===== config.mk =====
export PLATFORM = sky130hd
export DESIGN_NAME = seg_scan_capture
export DESIGN_NICKNAME = d
export VERILOG_FILES = /design/src/rtl/seg_scan_capture.sv
export SDC_FILE = /design/constraint.sdc
export NUM_CORES = 1
export LEC_CHECK = 0
export BUFFER_PORTS_ARGS = -buffer_cell sky130_fd_sc_hd__buf_2
export CAP_MARGIN = 40
export CORE_ASPECT_RATIO = 1.4
export CORE_UTILIZATION = 59
export CTS_CLUSTER_DIAMETER = 100
export CTS_CLUSTER_SIZE = 14
export DETAILED_ROUTE_END_ITERATION = 10
export PLACE_DENSITY = 0.81
export SYNTH_ARGS = -nofsm -noshare
export SYNTH_HDL_FRONTEND = slang
export SYNTH_SLANG_ARGS = --single-unit

===== constraint.sdc =====
create_clock -name Clk -period 7 [get_ports Clk]
set_input_delay 1.4 -clock Clk [delete_from_list [all_inputs] [get_ports Clk]]
set_output_delay 1.4 -clock Clk [all_outputs]
set_load 0.05 [all_outputs]

===== src/rtl/seg_scan_capture.sv =====
// seg_scan_capture
//   Receiving end of a multiplexed, active-low 4-digit 7-segment interface.
//   It synchronises the anode strobes and segment lines, and samples each
//   digit once its anode has been stable. When all four digits are captured,
//   it publishes a frame.
//
// Ports
//   Clk          in   1   system clock
//   reset        in   1   synchronous reset, active-high
//   anode        in   4   digit enables, active-low; anode[3] = digit 3 (leftmost)
//   seg          in   8   cathodes, active-low; seg[6:0] = {g,f,e,d,c,b,a}, seg[7] = dp
//   frame_seg    out  32  captured raw segments, byte n = digit n
//   frame_valid  out  1   one-cycle pulse when frame_seg / frame_hex update
//   ghost_err    out  1   sticky flag: more than one anode low was seen
//   frame_hex    out  16  decoded nibbles, digit n in [4n+3:4n]
//   frame_hex_ok out  4   bit n set when digit n matched a hex glyph
//
// Build option
//   SEG_SCAN_HEX_DECODE_EN : when defined, the hex glyph decoder is built.
//                            When not defined, frame_hex and frame_hex_ok are tied to 0.

module seg_scan_capture #(
  parameter int unsigned SETTLE_CYCLES = 4,
  parameter int unsigned SYNC_STAGES   = 2
) (
  input  logic        Clk,
  input  logic        reset,
  input  logic [3:0]  anode,
  input  logic [7:0]  seg,
  output logic [31:0] frame_seg,
  output logic        frame_valid,
  output logic        ghost_err,
  output logic [15:0] frame_hex,
  output logic [3:0]  frame_hex_ok
);

  typedef enum logic [1:0] {S_IDLE, S_SETTLE, S_HOLD} state_t;

  localparam logic [3:0] CNT_LAST = 4'(SETTLE_CYCLES - 1);

  logic [3:0]  r_an_sync  [SYNC_STAGES];
  logic [7:0]  r_seg_sync [SYNC_STAGES];

  state_t      r_state, w_state_nx;
  logic [3:0]  r_cnt, w_cnt_nx;
  logic [3:0]  r_cur, w_cur_nx;
  logic [3:0]  r_mask;
  logic [7:0]  r_slot [4];
  logic [31:0] r_frame_seg;
  logic        r_frame_valid;
  logic        r_ghost;

  logic [3:0]  w_an;
  logic [7:0]  w_seg;
  logic [3:0]  w_zero;
  logic        w_multi;
  logic        w_valid;
  logic        w_cap;
  logic        w_enter;
  logic        w_full;
  logic [3:0]  w_cap_bit;

  // Synchronisers reset to all-ones (blank, idle level).
  // This keeps the cleared pipeline from looking like a multi-anode ghost.
  always_ff @(posedge Clk) begin
    if (reset) begin
      for (int unsigned i = 0; i < SYNC_STAGES; i++) begin
        r_an_sync[i]  <= '1;
        r_seg_sync[i] <= '1;
      end
    end else begin
      r_an_sync[0]  <= anode;
      r_seg_sync[0] <= seg;
      for (int unsigned i = 1; i < SYNC_STAGES; i++) begin
        r_an_sync[i]  <= r_an_sync[i-1];
        r_seg_sync[i] <= r_seg_sync[i-1];
      end
    end
  end

  assign w_an    = r_an_sync[SYNC_STAGES-1];
  assign w_seg   = r_seg_sync[SYNC_STAGES-1];
  assign w_zero  = ~w_an;
  // More than one bit set <=> clearing the lowest set bit leaves something.
  assign w_multi = |(w_zero & (w_zero - 4'd1));
  assign w_valid = (w_zero != '0) && !w_multi;

  always_ff @(posedge Clk) begin
    if (reset) begin
      r_state <= S_IDLE;
      r_cnt   <= '0;
      r_cur   <= '1;
    end else begin
      r_state <= w_state_nx;
      r_cnt   <= w_cnt_nx;
      r_cur   <= w_cur_nx;
    end
  end

  // HOLD and an aborted SETTLE both fall back to the IDLE entry path (w_enter).
  // A change straight to another valid anode therefore starts settling in the same cycle.
  always_comb begin
    w_state_nx = r_state;
    w_cnt_nx   = r_cnt;
    w_cur_nx   = r_cur;
    w_cap      = 1'b0;
    w_enter    = 1'b0;
    unique case (r_state)
      S_IDLE:   w_enter = 1'b1;
      S_SETTLE: begin
        if (w_an != r_cur) begin
          w_enter = 1'b1;
        end else if (r_cnt == CNT_LAST) begin
          w_cap      = 1'b1;
          w_state_nx = S_HOLD;
        end else begin
          w_cnt_nx = r_cnt + 4'd1;
        end
      end
      S_HOLD:   if (w_an != r_cur) w_enter = 1'b1;
      default:  w_state_nx = S_IDLE;
    endcase
    if (w_enter) begin
      if (w_valid) begin
        w_cur_nx = w_an;
        w_cnt_nx = 4'd1;
        if (SETTLE_CYCLES <= 1) begin
          w_cap      = 1'b1;
          w_state_nx = S_HOLD;
        end else begin
          w_state_nx = S_SETTLE;
        end
      end else begin
        w_state_nx = S_IDLE;
      end
    end
    if (w_multi) begin
      w_state_nx = S_IDLE;
      w_cap      = 1'b0;
    end
  end

  assign w_full    = (r_mask == 4'hF);
  // A valid anode is one-hot low, so its inverse is the slot select.
  assign w_cap_bit = w_cap ? w_zero : '0;

  always_ff @(posedge Clk) begin
    if (reset) begin
      r_mask        <= '0;
      r_frame_seg   <= '0;
      r_frame_valid <= 1'b0;
      r_ghost       <= 1'b0;
      for (int unsigned i = 0; i < 4; i++) r_slot[i] <= '0;
    end else begin
      r_frame_valid <= w_full;
      if (w_full) r_frame_seg <= {r_slot[3], r_slot[2], r_slot[1], r_slot[0]};
      // A capture that lands on the copy cycle survives into the next frame's mask.
      r_mask <= (w_full ? 4'h0 : r_mask) | w_cap_bit;
      for (int unsigned i = 0; i < 4; i++) begin
        if (w_cap_bit[i]) r_slot[i] <= w_seg;
      end
      if (w_multi) r_ghost <= 1'b1;
    end
  end

  assign frame_seg   = r_frame_seg;
  assign frame_valid = r_frame_valid;
  assign ghost_err   = r_ghost;

`ifdef SEG_SCAN_HEX_DECODE_EN
  logic [15:0] r_frame_hex;
  logic [3:0]  r_frame_hex_ok;

  // Returns {match, nibble}. The dp bit is ignored.
  function automatic logic [4:0] hex_decode(input logic [7:0] s);
    logic [4:0] r;
    unique case (s[6:0])
      7'h40:   r = 5'h10;
      7'h79:   r = 5'h11;
      7'h24:   r = 5'h12;
      7'h30:   r = 5'h13;
      7'h19:   r = 5'h14;
      7'h12:   r = 5'h15;
      7'h02:   r = 5'h16;
      7'h78:   r = 5'h17;
      7'h00:   r = 5'h18;
      7'h10:   r = 5'h19;
      7'h08:   r = 5'h1A;
      7'h03:   r = 5'h1B;
      7'h46:   r = 5'h1C;
      7'h21:   r = 5'h1D;
      7'h06:   r = 5'h1E;
      7'h0E:   r = 5'h1F;
      default: r = 5'h00;
    endcase
    return r;
  endfunction

  always_ff @(posedge Clk) begin
    if (reset) begin
      r_frame_hex    <= '0;
      r_frame_hex_ok <= '0;
    end else if (w_full) begin
      for (int unsigned i = 0; i < 4; i++) begin
        {r_frame_hex_ok[i], r_frame_hex[4*i +: 4]} <= hex_decode(r_slot[i]);
      end
    end
  end

  assign frame_hex    = r_frame_hex;
  assign frame_hex_ok = r_frame_hex_ok;
`else
  assign frame_hex    = '0;
  assign frame_hex_ok = '0;
`endif

endmodule

==> results of run 1 <==
-- state kept, by name (all words and copies together) (netlist names) --
| name | flops |
|---|---|
| r_mask | 4 |
| frame_valid | 1 |
| r_slot | 32 |
| r_cnt | 4 |
| ghost_err | 1 |
| frame_seg | 32 |
| r_state | 2 |
| r_cur | 4 |
| r_an_sync | 8 |
| r_seg_sync | 16 |
-- per-stage QoR --
stage | hold WS, ns | total power, mW
after CTS | 0.4157 | 1.104
after detailed placement | 0.3923 | 0.7309
after global routing | 0.4283 | 1.138
after global placement | 0.3908 | 0.7283
after floorplan | 0.3895 | 0.7261
final | 0.4150 | 1.096
-- worst max-delay path, cell delays in order --
cell and delay [ns]:
buf_2 0.07, buf_4 0.50, inv_1 0.27, o21ai_0 0.27
buf_2 0.26
-- layer usage --
metal / GRT usage / wire, um / vias up
met5: 0 / 0 / -
met4: 0.1138 / 159 / 0
met3: 0.04357 / 268 / 11
met2: 0.3502 / 3438 / 69
met1: 0.2198 / 2643 / 1170
li1: - / - / 1303
-- cell families (layout without fill, tap and decap cells) --
logic type	Yosys count	count (layout)
mux	4	4
compound gates	50	50
other cells	1	20
flops	104	104
xor+xnor	7	7
buf+inv	44	73
simple gates	163	163
fa+ha+maj	6	6
-- where the power goes --
part / switching, mW / leakage [nW] / internal (mW) / total (mW)
combinational: 0.0514 / 0.802 / 0.0202 / 0.0716
clock: 0.206 / 0.101 / 0.172 / 0.379
sequential: 0.0103 / 0.917 / 0.635 / 0.646
-- area by class of cell --
| type | instances | area [um^2] |
|---|---|---|
| fillers | 510 | 2170 |
| inverters | 4 | 15.01 |
| repair buffers | 53 | 280.3 |
| clock buffers | 9 | 123.9 |
| flip-flops and latches | 104 | 2402 |
| multi-input cells | 250 | 1395 |
| well taps | 74 | 92.59 |
| clock inverters | 7 | 90.09 |
-- worst paths after layout --
kind	cells past startpoint	from	to	slack (ns)
max	5	reset	r_slot[2][1]$_SDFFCE_PN0P_	4.27
min	1	r_an_sync[0][1]$_SDFF_PP1_	r_an_sync[0][5]$_SDFF_PP1_	0.42
max reg2reg	5	r_an_sync[0][5]$_SDFF_PP1_	r_slot[2][1]$_SDFFCE_PN0P_	4.41
min reg2reg	1	r_an_sync[0][1]$_SDFF_PP1_	r_an_sync[0][5]$_SDFF_PP1_	0.42
-- synth_stat cells, drive strengths merged, types with 2 or more instances --
master and number:
clkbuf 15, o21ai 4, nand2 70, a21oi 34
buf 25, xor2 5, xnor2 2, mux2 2
nand3 3, nor2 14, inv 4, a2bb2oi 2
a221o 2, o211a 2, and3 4, mux2i 2
or2 25, ha 5, nor3 5, and2 33
dfxtp 72, edfxtp 32
==> key figures, run 1 <==
Status
  • Outcome: completed

Hold path
  • Hold WC Path Type: flip-flop to flip-flop

Timing
  • Slew of the pin with the lowest slew margin: 0.6260 ns
  • Setup ws final: 4.268 ns
  • RSZ-0062 raised after global routing: false
  • Fmax: 366.1 MHz
  • Fin Setup TNS: 0 ns
  • Final hold vios: 0
  • Clk_skew: 0.01365 ns
  • Fin crit period: 2.732 ns
  • Fin crit share: 0.3902
  • Final setup fails: 0
  • Fin. max-slew vios: 0
  • Slew headroom: 0.5826

Clocking
  • CTS tree: done
  • Clock net sink count: 104
  • Resize count post-CTS: 0
  • Root Buffer: clkbuf_8
  • Clock buffer depth: 2
  • H-Tree Depth: 3
  • Latest clock arrival within the worst-skew pair: 0.36 ns
  • CTS Buf Count: 9
  • Postcts setup bufs: 0
  • Worst-path clk slew: 0.09 ns
  • Hold Buf Count CTS: 0

Global routing
  • First-pass GRT wire length: 10670 um
  • Largest net degree at the start of global routing: 73
  • Remaining global-route overflow: 0
  • GRT Total Usage: 0.1994
  • Initial antenna violation count: 0
  • Vias in the first global route: 2375

Detailed routing
  • 1st-pass router iterations: 4
  • DR WL/cell: 12.99 um
  • DRC viols: 0
  • DRT antenna net count: 0
  • WL final: 6510 um
  • Total number of vias: 2553
  • Vias per inst: 5.096
  • Initial drt markers: 114

Die
  • Die X: 71.42 um
  • # rows: 35
  • Core box area: 0.006569 mm^2
  • Die area: 0.007083 mm^2
  • Starting Density: 0.6059
  • I/O pin cnt: 68
  • DIE HEIGHT: 99.18 um

Layout
  • Post-route cell area: 0.004399 mm^2
  • Area Growth Syn to Fin: 10.53%
  • Finished Core Util: 0.6697
  • Nets: 441
  • Most frequent cells in the layout: dfxtp_1, nand2_1, buf_2, and2_1, a21oi_1
  • Number of diodes: 0
  • Most common cell after layout, fill and taps aside: dfxtp_1
  • Share of layout cells above drive strength 1: 0.2412
  • Fin cells: 501

Synthesis
  • Mean Syn Cell Area: 10.50 um^2
  • Simple-gate share of the synthesized area: 0.2109
  • Netlist cell types: 46
  • Sequential share of the synthesized area: 0.6036
  • Fraction of the mapped netlist area in adder cells: 0.01823
  • Post-synthesis compound-gate area fraction: 0.07639
  • Synth area leaders: dfxtp_1, edfxtp_1, nand2_1
  • FF+latch count, synth: 104
  • Yosys top cell by area: dfxtp_1
  • Mapped Area: 0.003980 mm^2
  • Prevailing post-synth register cell: dfxtp_1
  • Combinational family with the most area after synthesis: simple AND/OR/NAND/NOR gates
  • Number of flops mapped to enable cells by yosys: 32
  • Post-synthesis mux area share: 0.01069
  • Area fraction of the dominant cell type after synthesis: 0.3622
  • YS warnings: 0
  • Asr flop ratio synth: 0
  • Synth Instances: 379
  • Synth Area in XOR/XNOR: 0.01540

Placed design
  • DP HPWL: 4656 um
  • Dpl cells: 485
  • Dpl ws: 3.877 ns
  • GP Congestion: 0.8336
  • PortBufs: 47
  • Area after DPL: 0.004185 mm^2

Critical path
  • Critical path fanouts, max: 72
  • Critical path launch point type: input port
  • CP Data Required Time: 7.07 ns
  • CP Capture Type: flip-flop
  • Crit Path Class: input port to flip-flop
  • Crit path DAT: 2.81 ns

Power
  • Peak VDD IR: 0.1858 mV
  • P_leak: 1.820 nW
  • Cell Pwr Density: 249.1 mW/mm^2

Run
  • MaxCap Viol Count: 0
Power figures use the tool's default switching activity.
==> run 2, diff against run 1 <==
CORE_UTILIZATION = 55   (was 59)
PLACE_DENSITY = 0.76   (was 0.81)
clock period = 2.75 ns   (was 7 ns; I/O delays follow)
==> run 2 against run 1 <==
Effect of this change:
- via count increased by 1.1%
- register-to-register slack got worse by 4.1 ns
- clock power increased to 2.5 times the previous value
- highest routed layer unchanged
- combinational power increased to 2.6 times the previous value
==> key figures, run 2 (synthesized netlist as in run 1, its figures left out) <==
Clocking
  • Postcts setup bufs: 0 (unchanged)
  • CTS Buf Count: 9 (unchanged)
  • Clock net sink count: 104 (unchanged)
  • Worst-path clk slew: 0.10 ns (was 0.09 ns)
  • Latest clock arrival within the worst-skew pair: 0.37 ns (was 0.36 ns)
  • Resize count post-CTS: 0 (unchanged)
  • Root Buffer: clkbuf_8 (unchanged)
  • Clock buffer depth: 2 (unchanged)
  • CTS tree: done (unchanged)
  • H-Tree Depth: 3 (unchanged)
  • Hold Buf Count CTS: 0 (unchanged)

Layout
  • Post-route cell area: 0.004443 mm^2 (was 0.004399 mm^2)
  • Finished Core Util: 0.6364 (was 0.6697)
  • Most frequent cells in the layout: dfxtp_1, nand2_1, buf_2, and2_1, a21oi_1 (unchanged)
  • Fin cells: 526 (was 501)
  • Most common cell after layout, fill and taps aside: dfxtp_1 (unchanged)
  • Share of layout cells above drive strength 1: 0.2459 (was 0.2412)
  • Area Growth Syn to Fin: 11.63% (was 10.53%)
  • Nets: 445 (was 441)
  • Fillers: 590 (was 510)
  • Number of diodes: 0 (unchanged)

Power
  • Sw power: 0.6757 mW (was 0.2680 mW)
  • Switching Share: 0.2430 (was 0.2445)
  • Cell Pwr Density: 626.0 mW/mm^2 (was 249.1 mW/mm^2)
  • Peak VDD IR: 0.4314 mV (was 0.1858 mV)
  • Int Power: 2.105 mW (was 0.8280 mW)
  • Sequential power share: 0.590 (was 0.589)
  • Clock power frac: 0.343 (was 0.346)
  • P_leak: 1.844 nW (was 1.820 nW)
  • Combinational share of power: 0.066 (was 0.065)

Run
  • MaxCap Viol Count: 0 (unchanged)

Critical path
  • CP Data Required Time: 2.79 ns (was 7.07 ns)
  • Crit path DAT: 2.50 ns (was 2.81 ns)
  • Crit Path Class: flip-flop to flip-flop (was input port to flip-flop)
  • Critical path fanouts, max: 9 (was 72)
  • CP Capture Type: flip-flop (unchanged)
  • Critical path launch point type: flip-flop (was input port)

Die
  • # rows: 36 (was 35)
  • Die X: 73.90 um (was 71.42 um)
  • Core box area: 0.006982 mm^2 (was 0.006569 mm^2)
  • Die area: 0.007586 mm^2 (was 0.007083 mm^2)
  • Starting Density: 0.5701 (was 0.6059)
  • I/O pin cnt: 68 (unchanged)
  • DIE HEIGHT: 102.7 um (was 99.18 um)

Placed design
  • DP HPWL: 4634 um (was 4656 um)
  • GP Congestion: 0.8135 (was 0.8336)
  • Dpl cells: 510 (was 485)
  • PortBufs: 47 (unchanged)
  • Area after DPL: 0.004242 mm^2 (was 0.004185 mm^2)

Timing
  • Final hold vios: 0 (unchanged)
  • Slew of the pin with the lowest slew margin: 0.4968 ns (was 0.6260 ns)
  • Fin. max-slew vios: 0 (unchanged)
  • Fin crit share: 0.8959
  • Fmax: 405.9 MHz
  • Fin crit period: 2.464 ns
  • Slew headroom: 0.6681 (was 0.5826)
  • Fin Setup TNS: 0 ns (unchanged)
  • RSZ-0062 raised after global routing: false (unchanged)
  • Clk_skew: 0.01530 ns (was 0.01365 ns)
  • Final setup fails: 0 (unchanged)
  • Worst hold slack: 0.3588 ns (was 0.4150 ns)

Detailed routing
  • DRC viols: 0 (unchanged)
  • WL final: 6446 um (was 6510 um)
  • DR WL/cell: 12.25 um (was 12.99 um)
  • Total number of vias: 2581 (was 2553)
  • Vias per inst: 4.907 (was 5.096)
  • 1st-pass router iterations: 4 (unchanged)
  • Initial drt markers: 119 (was 114)
  • DRT antenna net count: 0 (unchanged)

Global routing
  • Largest net degree at the start of global routing: 37 (was 73)
  • GRT Total Usage: 0.1873 (was 0.1994)
  • First-pass GRT wire length: 10450 um (was 10670 um)
  • Vias in the first global route: 2287 (was 2375)
  • Initial antenna violation count: 0 (unchanged)
  • Remaining global-route overflow: 0 (unchanged)

Status
  • Outcome: completed (unchanged)

Hold path
  • Hold WC Path Type: input port to flip-flop (was flip-flop to flip-flop)
-- run 2: cell types whose count changed in the layout (fill, tap and decap cells not counted), sizes merged --
cell	change
buf	+4
clkbuf	+1
clkinvlp	-2
inv	+1
-- run 2: stage by stage --
stage	power (mW)	worst slack (ns)
floorplan	1.848	0.4342
global placement	1.856	0.3520
detailed placement	1.863	0.2970
CTS	2.806	0.2878
global route	2.894	0.09912
finish	2.781	0.2863
-- run 2: worst paths after layout --
path / from / to / slack (ns) / depth (start not counted)
min: seg[2] / r_seg_sync[0][2]$_SDFF_PP1_ / 0.36 / 2
min reg2reg: r_seg_sync[0][0]$_SDFF_PP1_ / r_seg_sync[0][8]$_SDFF_PP1_ / 0.41 / 1
max: r_an_sync[0][5]$_SDFF_PP1_ / r_slot[1][7]$_SDFFCE_PN0P_ / 0.29 / 5
max reg2reg: r_an_sync[0][5]$_SDFF_PP1_ / r_slot[1][7]$_SDFFCE_PN0P_ / 0.29 / 5
-- run 2: power by group through the flow --
stage | Clock (mW) | Combinational [mW] | Sequential [mW]
2_1_floorplan | 0 | 0.181 | 1.67
3_3_place_gp | 0 | 0.180 | 1.68
3_5_place_dp | 0 | 0.185 | 1.68
4_1_cts | 0.979 | 0.186 | 1.64
5_1_grt | 1.05 | 0.201 | 1.65
6_report | 0.955 | 0.185 | 1.64
-- run 2: cell type report --
type	count	area (um^2)	share of cell area
Inverter	4	15.01	0.003379
Multi-Input combinational cell	250	1395	0.3140
Clock inverter	6	73.82	0.01662
Clock buffer	10	127.6	0.02872
Timing Repair Buffer	57	310.3	0.06984
Tap cell	95	118.9	0.02675
Sequential cell	104	2402	0.5407
-- run 2: layer usage --
| metal | track usage | share of wire | vias up |
|---|---|---|---|
| li1 | - | - | 1304 |
| met3 | 0.04301 | 0.034 | 18 |
| met2 | 0.3204 | 0.50 | 68 |
| met1 | 0.2135 | 0.43 | 1191 |
| met5 | 0 | 0 | - |
| met4 | 0.1065 | 0.031 | 0 |
-- run 2: critical path, cell delays in order, from the launching register on --
cell	delay, ns
dfxtp_1	0.49
xor2_1	0.16
nor4_4	0.48
nand3_2	0.18
or4b_4	0.53
nand2_1	0.30
==> run 3, diff against run 2 <==
CORE_UTILIZATION = 40   (was 55)
PLACE_DENSITY = 0.58   (was 0.76)
==> run 3 against run 2 <==
Effect of this change:
- power increased by 13%
- wire length grew 4.3%
- largest cell class unchanged
- register-to-register slack improved by 0.18 ns
- worst setup slack improved by 0.18 ns
- highest routed layer unchanged
- non-clock buffer count fell by 1
- largest power group unchanged
- maximum frequency increased by 7.7%
==> key figures, run 3 (synthesized netlist as in run 1, its figures left out) <==
Critical path
  • Worst r2r path cells: 5 (unchanged)
  • Setup crit start: r_cnt[0]$_SDFF_PP0_ (was r_an_sync[0][5]$_SDFF_PP1_)
  • Crit Path Class: flip-flop to flip-flop (unchanged)
  • Critical path launch point type: flip-flop (unchanged)
  • CP Data Required Time: 2.76 ns (was 2.79 ns)
  • Critical path fanouts, max: 8 (was 9)
  • Flop-to-flop setup slack: 0.46 ns (was 0.29 ns)
  • Crit path DAT: 2.30 ns (was 2.50 ns)
  • Reg2Reg Capture Point: r_slot[1][5]$_SDFFCE_PN0P_ (was r_slot[1][7]$_SDFFCE_PN0P_)
  • CP Capture Type: flip-flop (unchanged)
  • Reg-to-reg critical path startpoint: r_cnt[0]$_SDFF_PP0_ (was r_an_sync[0][5]$_SDFF_PP1_)

Die
  • DIE HEIGHT: 120.0 um (was 102.7 um)
  • I/O pin cnt: 68 (unchanged)
  • Die area: 0.01036 mm^2 (was 0.007586 mm^2)
  • Starting Density: 0.4161 (was 0.5701)
  • Core box area: 0.009564 mm^2 (was 0.006982 mm^2)
  • # rows: 42 (was 36)
  • Die X: 86.31 um (was 73.90 um)

Clocking
  • Resize count post-CTS: 0 (unchanged)
  • Worst-path clk slew: 0.07 ns (was 0.10 ns)
  • Hold Buf Count CTS: 0 (unchanged)
  • Root Buffer: clkbuf_16 (was clkbuf_8)
  • Clock net sink count: 104 (unchanged)
  • CTS tree: done (unchanged)
  • Latest clock arrival within the worst-skew pair: 0.34 ns (was 0.37 ns)
  • CTS Buf Count: 9 (unchanged)
  • Clock buffer depth: 2 (unchanged)
  • Postcts setup bufs: 0 (unchanged)
  • H-Tree Depth: 3 (unchanged)

Timing
  • Fin. max-slew vios: 0 (unchanged)
  • Final hold vios: 0 (unchanged)
  • Fin Setup TNS: 0 ns (unchanged)
  • Fin crit share: 0.8318 (was 0.8959)
  • Worst hold slack: 0.3874 ns (was 0.3588 ns)
  • Slew headroom: 0.5640 (was 0.6681)
  • Final setup fails: 0 (unchanged)
  • Fin crit period: 2.288 ns (was 2.464 ns)
  • Fmax: 437.1 MHz (was 405.9 MHz)
  • Slew of the pin with the lowest slew margin: 0.6490 ns (was 0.4968 ns)
  • Clk_skew: 0.008547 ns (was 0.01530 ns)
  • Setup ws final: 0.4624 ns (was 0.2863 ns)
  • RSZ-0062 raised after global routing: false (unchanged)

Detailed routing
  • Vias per inst: 4.482 (was 4.907)
  • DRT antenna net count: 0 (unchanged)
  • WL final: 6722 um (was 6446 um)
  • Initial drt markers: 105 (was 119)
  • 1st-pass router iterations: 6 (was 4)
  • DR WL/cell: 11.96 um (was 12.25 um)
  • Total number of vias: 2519 (was 2581)
  • DRC viols: 0 (unchanged)

Layout
  • Finished Core Util: 0.4805 (was 0.6364)
  • Area Growth Syn to Fin: 15.47% (was 11.63%)
  • Share of layout cells above drive strength 1: 0.2442 (was 0.2459)
  • Nets: 444 (was 445)
  • Most frequent cells in the layout: dfxtp_1, nand2_1, buf_2, and2_1, a21oi_1 (unchanged)
  • Most common cell after layout, fill and taps aside: dfxtp_1 (unchanged)
  • Number of diodes: 0 (unchanged)
  • Fin cells: 562 (was 526)
  • Post-route cell area: 0.004596 mm^2 (was 0.004443 mm^2)

Power
  • Combinational share of power: 0.061 (was 0.066)
  • Sequential power share: 0.523 (was 0.590)
  • P_leak: 1.884 nW (was 1.844 nW)
  • Int Power: 2.441 mW (was 2.105 mW)
  • Switching Share: 0.2231 (was 0.2430)
  • Sw power: 0.7010 mW (was 0.6757 mW)
  • Clock power frac: 0.416 (was 0.343)
  • Cell Pwr Density: 683.8 mW/mm^2 (was 626.0 mW/mm^2)
  • Total power: 3.142 mW (was 2.781 mW)
  • Peak VDD IR: 0.3367 mV (was 0.4314 mV)

Hold path
  • Hold Path Cell Cnt: 2 (unchanged)
  • Hold wc startpoint: seg[1] (was seg[2])
  • Hold WC Path Type: input port to flip-flop (unchanged)
  • Hold EP: r_seg_sync[0][1]$_SDFF_PP1_ (was r_seg_sync[0][2]$_SDFF_PP1_)

Placed design
  • Area after DPL: 0.004280 mm^2 (was 0.004242 mm^2)
  • GP Congestion: 0.7692 (was 0.8135)
  • Dpl cells: 546 (was 510)
  • DP HPWL: 4752 um (was 4634 um)
  • Dpl ws: 0.4333 ns (was 0.2970 ns)
  • PortBufs: 47 (unchanged)

Global routing
  • GRT Total Usage: 0.1384 (was 0.1873)
  • Largest net degree at the start of global routing: 42 (was 37)
  • Initial antenna violation count: 0 (unchanged)
  • First-pass GRT wire length: 10890 um (was 10450 um)
  • Vias in the first global route: 2294 (was 2287)
  • Remaining global-route overflow: 0 (unchanged)

Run
  • MaxCap Viol Count: 0 (unchanged)

Status
  • Outcome: completed (unchanged)
-- run 3: cell types whose count changed in the layout (fill, tap and decap cells not counted), sizes merged --
cell      previous run  this run
clkbuf              10        11
buf                 57        56
clkinv               2         1
inv                  7         5
clkinvlp             0         2
-- run 3: how the worst max path moves through the flow --
stage,endpoint,slack (ns)
4_1_cts,r_slot[1][5]$_SDFFCE_PN0P_,0.44
3_5_place_dp,r_slot[1][0]$_SDFFCE_PN0P_,0.43
3_3_place_gp,r_slot[1][1]$_SDFFCE_PN0P_,0.47
5_1_grt,r_slot[1][5]$_SDFFCE_PN0P_,0.26
6_report,r_slot[1][5]$_SDFFCE_PN0P_,0.46
2_1_floorplan,r_slot[0][0]$_SDFFCE_PN0P_,0.43
-- run 3: power groups by stage --
stage	Clock [mW]	Sequential [mW]	Combinational (mW)
after global placement	0	1.68	0.190
after floorplan	0	1.67	0.181
final	1.31	1.64	0.192
after global routing	1.40	1.65	0.208
after CTS	1.34	1.64	0.192
after detailed placement	0	1.68	0.192
-- run 3: area by class of cell --
| type | instances | area [um^2] |
|---|---|---|
| tap | 132 | 165.2 |
| clock inverter | 5 | 61.31 |
| sequential | 104 | 2402 |
| fill | 945 | 4969 |
| multi-input combinational | 250 | 1395 |
| timing repair buffer | 56 | 302.8 |
| clock buffer | 11 | 254.0 |
| inverter | 4 | 15.01 |
-- run 3: routing by layer --
metal	track usage	vias to the layer above	part of all wire
met1	0.1645	1159	0.44
met5	0	-	0
met3	0.03989	8	0.035
li1	-	1302	-
met2	0.2312	50	0.50
met4	0.05833	0	0.017
-- run 3: worst max-delay path, stage by stage, from the launching register on --
cell,delay (ns)
dfxtp_1,0.36
ha_1,0.17
nor3b_1,0.43
nand3_2,0.21
or4b_4,0.53
nand2_1,0.28
